$ cat src/rtl/ifmap_packer.sv
// ---------------------------------------------------------------------------
// ifmap_packer
//   Packs a byte stream into ARRAY_SIZE-lane vectors for the accelerator and
//   buffers completed vectors in a small FIFO. A frame is framed by
//   frame_start/frame_len (vectors per frame). The flow is IDLE -> FILL
//   (accept bytes) -> DRAIN (wait for the FIFO to empty) -> IDLE, with
//   frame_done pulsing on the return to IDLE.
//
// Ports
//   clk, rst_n        clock, synchronous active-low reset
//   frame_start       one-cycle frame request, honoured only in IDLE
//   frame_len[7:0]    vectors in the frame, sampled with frame_start
//   byte_data/valid   upstream byte stream
//   byte_ready        byte accepted this cycle (FILL and FIFO not full)
//   ifmap_data/valid  FIFO head to the accelerator
//   ifmap_ready       accelerator pops the head
//   busy              high in FILL or DRAIN
//   frame_done        one-cycle pulse when a frame completes
//   vec_count[7:0]    vectors pushed in the current/last frame
// ---------------------------------------------------------------------------

// One lane of the assembly register. merged bypasses the incoming byte so
// the completing byte can be pushed on the same edge it is accepted.
module ifmap_packer_lane #(
   parameter int DATA_WIDTH = 8
) (
   input  logic                  clk,
   input  logic                  rst_n,
   input  logic                  wr_en,
   input  logic [DATA_WIDTH-1:0] din,
   output logic [DATA_WIDTH-1:0] merged
);
   logic [DATA_WIDTH-1:0] q;

   always_ff @(posedge clk) begin
      if (!rst_n)     q <= '0;
      else if (wr_en) q <= din;
   end

   assign merged = wr_en ? din : q;
endmodule

module ifmap_packer #(
   parameter int ARRAY_SIZE = 4,
   parameter int DATA_WIDTH = 8,
   parameter int FIFO_DEPTH = 4
) (
   input  logic                             clk,
   input  logic                             rst_n,
   input  logic                             frame_start,
   input  logic [7:0]                       frame_len,
   input  logic [DATA_WIDTH-1:0]            byte_data,
   input  logic                             byte_valid,
   output logic                             byte_ready,
   output logic [ARRAY_SIZE*DATA_WIDTH-1:0] ifmap_data,
   output logic                             ifmap_valid,
   input  logic                             ifmap_ready,
   output logic                             busy,
   output logic                             frame_done,
   output logic [7:0]                       vec_count
);
   localparam int LW  = (ARRAY_SIZE > 1) ? $clog2(ARRAY_SIZE) : 1;
   localparam int PW  = $clog2(FIFO_DEPTH);
   localparam int PW1 = PW + 1;
   localparam int VW  = ARRAY_SIZE * DATA_WIDTH;

   localparam logic [LW-1:0] LAST_LANE = LW'(ARRAY_SIZE - 1);
   localparam logic [PW:0]   DEPTH_C   = PW1'(FIFO_DEPTH);

   localparam logic [1:0] S_IDLE  = 2'd0;
   localparam logic [1:0] S_FILL  = 2'd1;
   localparam logic [1:0] S_DRAIN = 2'd2;

   logic [1:0]                            state;
   logic [7:0]                            len_q;
   logic [LW-1:0]                         lane_cnt;
   logic [ARRAY_SIZE-1:0]                 lane_we;
   logic [ARRAY_SIZE-1:0][DATA_WIDTH-1:0] push_vec;

   logic [VW-1:0] mem [FIFO_DEPTH];
   logic [PW-1:0] wr_ptr, rd_ptr;
   logic [PW:0]   occ;

   logic accept, push, pop, last_vec;

   assign byte_ready  = (state == S_FILL) && (occ < DEPTH_C);
   assign accept      = byte_valid && byte_ready;
   assign push        = accept && (lane_cnt == LAST_LANE);
   assign ifmap_valid = (occ != '0);
   assign pop         = ifmap_valid && ifmap_ready;
   assign last_vec    = ((vec_count + 8'd1) == len_q);
   assign busy        = (state == S_FILL) || (state == S_DRAIN);

   // Gate the head so the data bus reads zero whenever nothing is queued
   // (including straight out of reset), without resetting the storage.
   assign ifmap_data  = ifmap_valid ? mem[rd_ptr] : '0;

   // Lane i captures the byte accepted while the lane counter points at it.
   for (genvar i = 0; i < ARRAY_SIZE; i++) begin : g_lane
      assign lane_we[i] = accept && (lane_cnt == LW'(i));
      ifmap_packer_lane #(.DATA_WIDTH(DATA_WIDTH)) u_lane (
         .clk    (clk),
         .rst_n  (rst_n),
         .wr_en  (lane_we[i]),
         .din    (byte_data),
         .merged (push_vec[i])
      );
   end

   // Frame control
   always_ff @(posedge clk) begin
      if (!rst_n) begin
         state      <= S_IDLE;
         len_q      <= '0;
         lane_cnt   <= '0;
         vec_count  <= '0;
         frame_done <= 1'b0;
      end else begin
         frame_done <= 1'b0;
         case (state)
            S_IDLE: begin
               if (frame_start) begin
                  if (frame_len != 8'd0) begin
                     len_q     <= frame_len;
                     vec_count <= '0;
                     lane_cnt  <= '0;
                     state     <= S_FILL;
                  end else begin
                     // Empty frame: complete immediately, never go busy.
                     frame_done <= 1'b1;
                  end
               end
            end
            S_FILL: begin
               if (accept)
                  lane_cnt <= (lane_cnt == LAST_LANE) ? '0 : lane_cnt + LW'(1);
               if (push) begin
                  vec_count <= vec_count + 8'd1;
                  if (last_vec) state <= S_DRAIN;
               end
            end
            S_DRAIN: begin
               if (occ == '0) begin
                  state      <= S_IDLE;
                  frame_done <= 1'b1;
               end
            end
            default: state <= S_IDLE;
         endcase
      end
   end

   // FIFO bookkeeping; pointers wrap naturally since depth is a power of two.
   always_ff @(posedge clk) begin
      if (!rst_n) begin
         wr_ptr <= '0;
         rd_ptr <= '0;
         occ    <= '0;
      end else begin
         if (push) wr_ptr <= wr_ptr + PW'(1);
         if (pop)  rd_ptr <= rd_ptr + PW'(1);
         case ({push, pop})
            2'b10:   occ <= occ + PW1'(1);
            2'b01:   occ <= occ - PW1'(1);
            default: occ <= occ;
         endcase
      end
   end

   // Storage has no reset; occupancy alone defines what is valid.
   always_ff @(posedge clk) begin
      if (rst_n && push) mem[wr_ptr] <= push_vec;
   end
endmodule

$ cat config.mk
export PLATFORM = sky130hd
export DESIGN_NAME = ifmap_packer
export DESIGN_NICKNAME = d
export VERILOG_FILES = /design/src/rtl/ifmap_packer.sv
export SDC_FILE = /design/constraint.sdc
export NUM_CORES = 1
export LEC_CHECK = 0
export CORE_MARGIN = 5
export CORE_UTILIZATION = 55
export DETAILED_ROUTE_END_ITERATION = 8
export PLACE_DENSITY = 0.76
export REMOVE_ABC_BUFFERS = 1
export SLEW_MARGIN = 10
export SYNTH_ARGS = -nofsm -noshare
export SYNTH_HDL_FRONTEND = slang
export SYNTH_SLANG_ARGS = --single-unit
$ cat constraint.sdc
create_clock -name clk -period 7.5 [get_ports clk]
set_input_delay 2.25 -clock clk [delete_from_list [all_inputs] [get_ports clk]]
set_output_delay 2.25 -clock clk [all_outputs]
set_load 0.02 [all_outputs]
==> flow_summary.ini <==
[final_layout]
final_common_cell = sky130_fd_sc_hd__edfxtp_1
layoutNonFillerInstCount = 785
area_growth_syn_to_layout_pct = 17.5
num-nets-final = 628
register_area_um2 = 5090
most-common-layout-cells = sky130_fd_sc_hd__edfxtp_1, sky130_fd_sc_hd__and2_1, sky130_fd_sc_hd__clkdlybuf4s50_1
finalInstanceArea_um2 = 9230
drive_above_1_share = 0.160
number_of_fillers_in_the_final_layout = 980
final_util = 0.663
multi_input_comb_area_um2 = 2600
num_antenna_cells = 0

[timing]
fin_skew_ns = 0.0120
timing.final.crit_period_ns = 4.85
setup_violations = 0
layout_setup_ws_ns = 2.65
grt_setup_unrepaired = false
drv_slew = 0
timing.final.crit_share = 0.647
setup-tns-final_ns = 0
worst_hold_slack_ns = 0.498
hold_viol = 0
slew_headroom = 0.337
least_margin_pin_slew_ns = 0.994
clock.fmax_mhz = 206

[placed_design]
place.port_buffers = 64
placed_cell_area_um2 = 8660
dp_slack_ns = 2.37
dp_hpwl_mm = 9.24
weighted_congestion_reported_at_the_end_of_routability_driven_placement = 0.819
dp_cells = 753

[route]
drt_pre_antenna_iters = 4
vias_per_cell = 5.53
m1_wire_length_mm = 6.07
wl_cell_um = 18.7
dr.first_iter.drc_count = 227
routed_wl_mm = 14.7
dr_wl_met3_um = 603
dr_total_vias = 4339
detail_route.drc_violations = 0
routed-wl-met2_mm = 7.79
detail-route-antenna-nets = 0
highest_layer = met4

[global_routing]
groute.usage.overall = 0.188
wire_length_of_the_first_global_routing_pass_mm = 23.7
first_global_vias = 4524
grt_remaining_overflow = 0
grt_antenna_before_repair = 0
largest_net_degree_at_the_start_of_global_routing = 68

[setup_path]
cp-end-kind = output pin
start_kind = flip-flop
worst_path_max_delay_cell = sky130_fd_sc_hd__mux4_2
crit_family = buffers and inverters
crit_type = reg2out
timing.critical_path.arrival_ns = 2.60
timing.critical_path.fanout_max = 32
cp.required_ns = 5.25
largest_stage_delay_worst_path_ns = 0.61
path_cells = buf_4, mux4_2, and2_1, clkdlybuf4s50_1
cp_num_buf_inv = 2

[pwr]
total_power_mw = 2.28
p_leak_nw = 3.15
power.density_cell_area_nw_per_um2 = 247
vdd.ir_drop.worst_uv = 202

[yosys]
post_synth_main_area_contributors = sky130_fd_sc_hd__edfxtp_1, sky130_fd_sc_hd__dfxtp_1, sky130_fd_sc_hd__mux4_2
number_of_enable_flip_flop_cells_after_synthesis = 128
synthesis.area_um2 = 7860
number_of_register_bits_inferred_by_synthesis = 190
post_synth_inst_count = 525
library_cell_with_the_largest_summed_area_after_synthesis = sky130_fd_sc_hd__edfxtp_1
ys_seq_area_frac = 0.647
post-synth-top-area-fraction = 0.489
syn_area_per_cell_um2 = 15.0
dominantRegCellSynth = sky130_fd_sc_hd__edfxtp_1
netlist-cell-type-count = 48
yosysWarnings = 0
synthArstFlopShare = 0

[outcome]
run_status = finished, final reports clean

[clock_network]
worstSkewPairLatency_ns = 0.43
cts.reportedPaths.clkPinSlew_ns = 0.06
cts-root-to-sink-buffers = 2
clock_sink_count = 190
cts_htree_levels = 4
cts-resized-gates = 0
tritoncts.num_buffers = 17
clk_root_buffer_cell = sky130_fd_sc_hd__clkbuf_16
cts_post_setup_buffers_inserted = 0
clock_tree_from_tritoncts = done
cts_hold_buf = 0

[hold_path]
hold_path_class = reg2reg

[die]
die-width_um = 130
floorplan.rows = 43
fp.coreArea_um2 = 13900
top_level_ports = 65
die_area_um2 = 16800
die_h_um = 130
floorplan.initialDensity = 0.564

[job]
timing.max_cap.violations = 0
per-layer routing:
metal | vias up | GRT usage
met5 | - | 0
met1 | 2180 | 0.229
met4 | 0 | 0.0617
met2 | 100 | 0.336
met3 | 18 | 0.0408
li1 | 2041 | -
worst paths after layout:
path	slack [ns]	cells past startpoint	to	start
worst min register to register	0.50	2	state[1]$_SDFFE_PN0P_	state[1]$_SDFFE_PN0P_
worst max-delay path	2.65	4	ifmap_data[31]	flip-flop
worst max register to register	4.42	10	occ[2]$_SDFFE_PN0P_	state[1]$_SDFFE_PN0P_
worst min-delay path	0.50	2	state[1]$_SDFFE_PN0P_	state[1]$_SDFFE_PN0P_
cells in the mapped netlist, types with 2 or more instances:
library cell               count
sky130_fd_sc_hd__and2_1       73
sky130_fd_sc_hd__nand3_1       4
sky130_fd_sc_hd__nor4_2        2
sky130_fd_sc_hd__o21a_1        4
sky130_fd_sc_hd__clkbuf_1     15
sky130_fd_sc_hd__inv_1        10
sky130_fd_sc_hd__buf_4         2
sky130_fd_sc_hd__xnor2_1      10
sky130_fd_sc_hd__buf_2         3
sky130_fd_sc_hd__mux2_2       24
sky130_fd_sc_hd__or3_1         2
sky130_fd_sc_hd__ha_1         14
sky130_fd_sc_hd__and3_1        6
sky130_fd_sc_hd__mux4_2       32
sky130_fd_sc_hd__a21oi_1       6
sky130_fd_sc_hd__nor2b_1      16
sky130_fd_sc_hd__nor2_1        8
sky130_fd_sc_hd__o21ai_0       8
sky130_fd_sc_hd__nor3_1        6
sky130_fd_sc_hd__a32oi_1       2
sky130_fd_sc_hd__o22ai_1       2
sky130_fd_sc_hd__a21boi_0      3
sky130_fd_sc_hd__edfxtp_1    128
sky130_fd_sc_hd__nand2_1      47
sky130_fd_sc_hd__xor2_1        6
sky130_fd_sc_hd__dfxtp_1      62
sky130_fd_sc_hd__mux2i_1       9
worst reg2reg max path: stages (launching register included):
cell and delay, ns:
sky130_fd_sc_hd__dfxtp_1 0.33, sky130_fd_sc_hd__inv_1 0.10, sky130_fd_sc_hd__ha_1 0.42, sky130_fd_sc_hd__and3_1 0.57
sky130_fd_sc_hd__clkinv_1 0.43, sky130_fd_sc_hd__ha_1 0.35, sky130_fd_sc_hd__inv_1 0.08, sky130_fd_sc_hd__fa_1 0.17
sky130_fd_sc_hd__xor2_1 0.07, sky130_fd_sc_hd__or3_1 0.31, sky130_fd_sc_hd__a21boi_0 0.17
where the power goes:
group	leakage [nW]	internal (mW)	switching [mW]
logic	1.26	0.120	0.140
clock network	0.276	0.514	0.351
registers	1.61	1.14	0.0153
total	3.15	1.77	0.507
sequential cells by signal (all words and copies together) (netlist names), named ones only:
| signal | cells |
|---|---|
| lane_cnt | 2 |
| occ | 3 |
| mem | 128 |
| frame_done | 1 |
| state | 2 |
| g_lane.u_lane.q | 32 |
| vec_count | 8 |
| rd_ptr | 2 |
| wr_ptr | 2 |
| len_q | 8 |
cell families (layout without fill, tap and decap cells):
kind of cell,count (synthesis),count (layout),synth area share
compound gates,34,34,0.0314
xor+xnor,16,16,0.0178
fa+ha+maj,15,15,0.0248
buf+inv,34,114,0.0220
flops,190,190,0.647
mux,65,65,0.138
simple gates,171,171,0.119
layout make-up:
class                   instances  share of cell area
flip-flops and latches        190               0.551
multi-input cells             301               0.281
well taps                     180              0.0244
inverters                      12             0.00772
repair buffers                 70              0.0737
clock inverters                 7             0.00921
clock buffers                  25              0.0526
No activity file was read; power rests on OpenSTA's default activity.
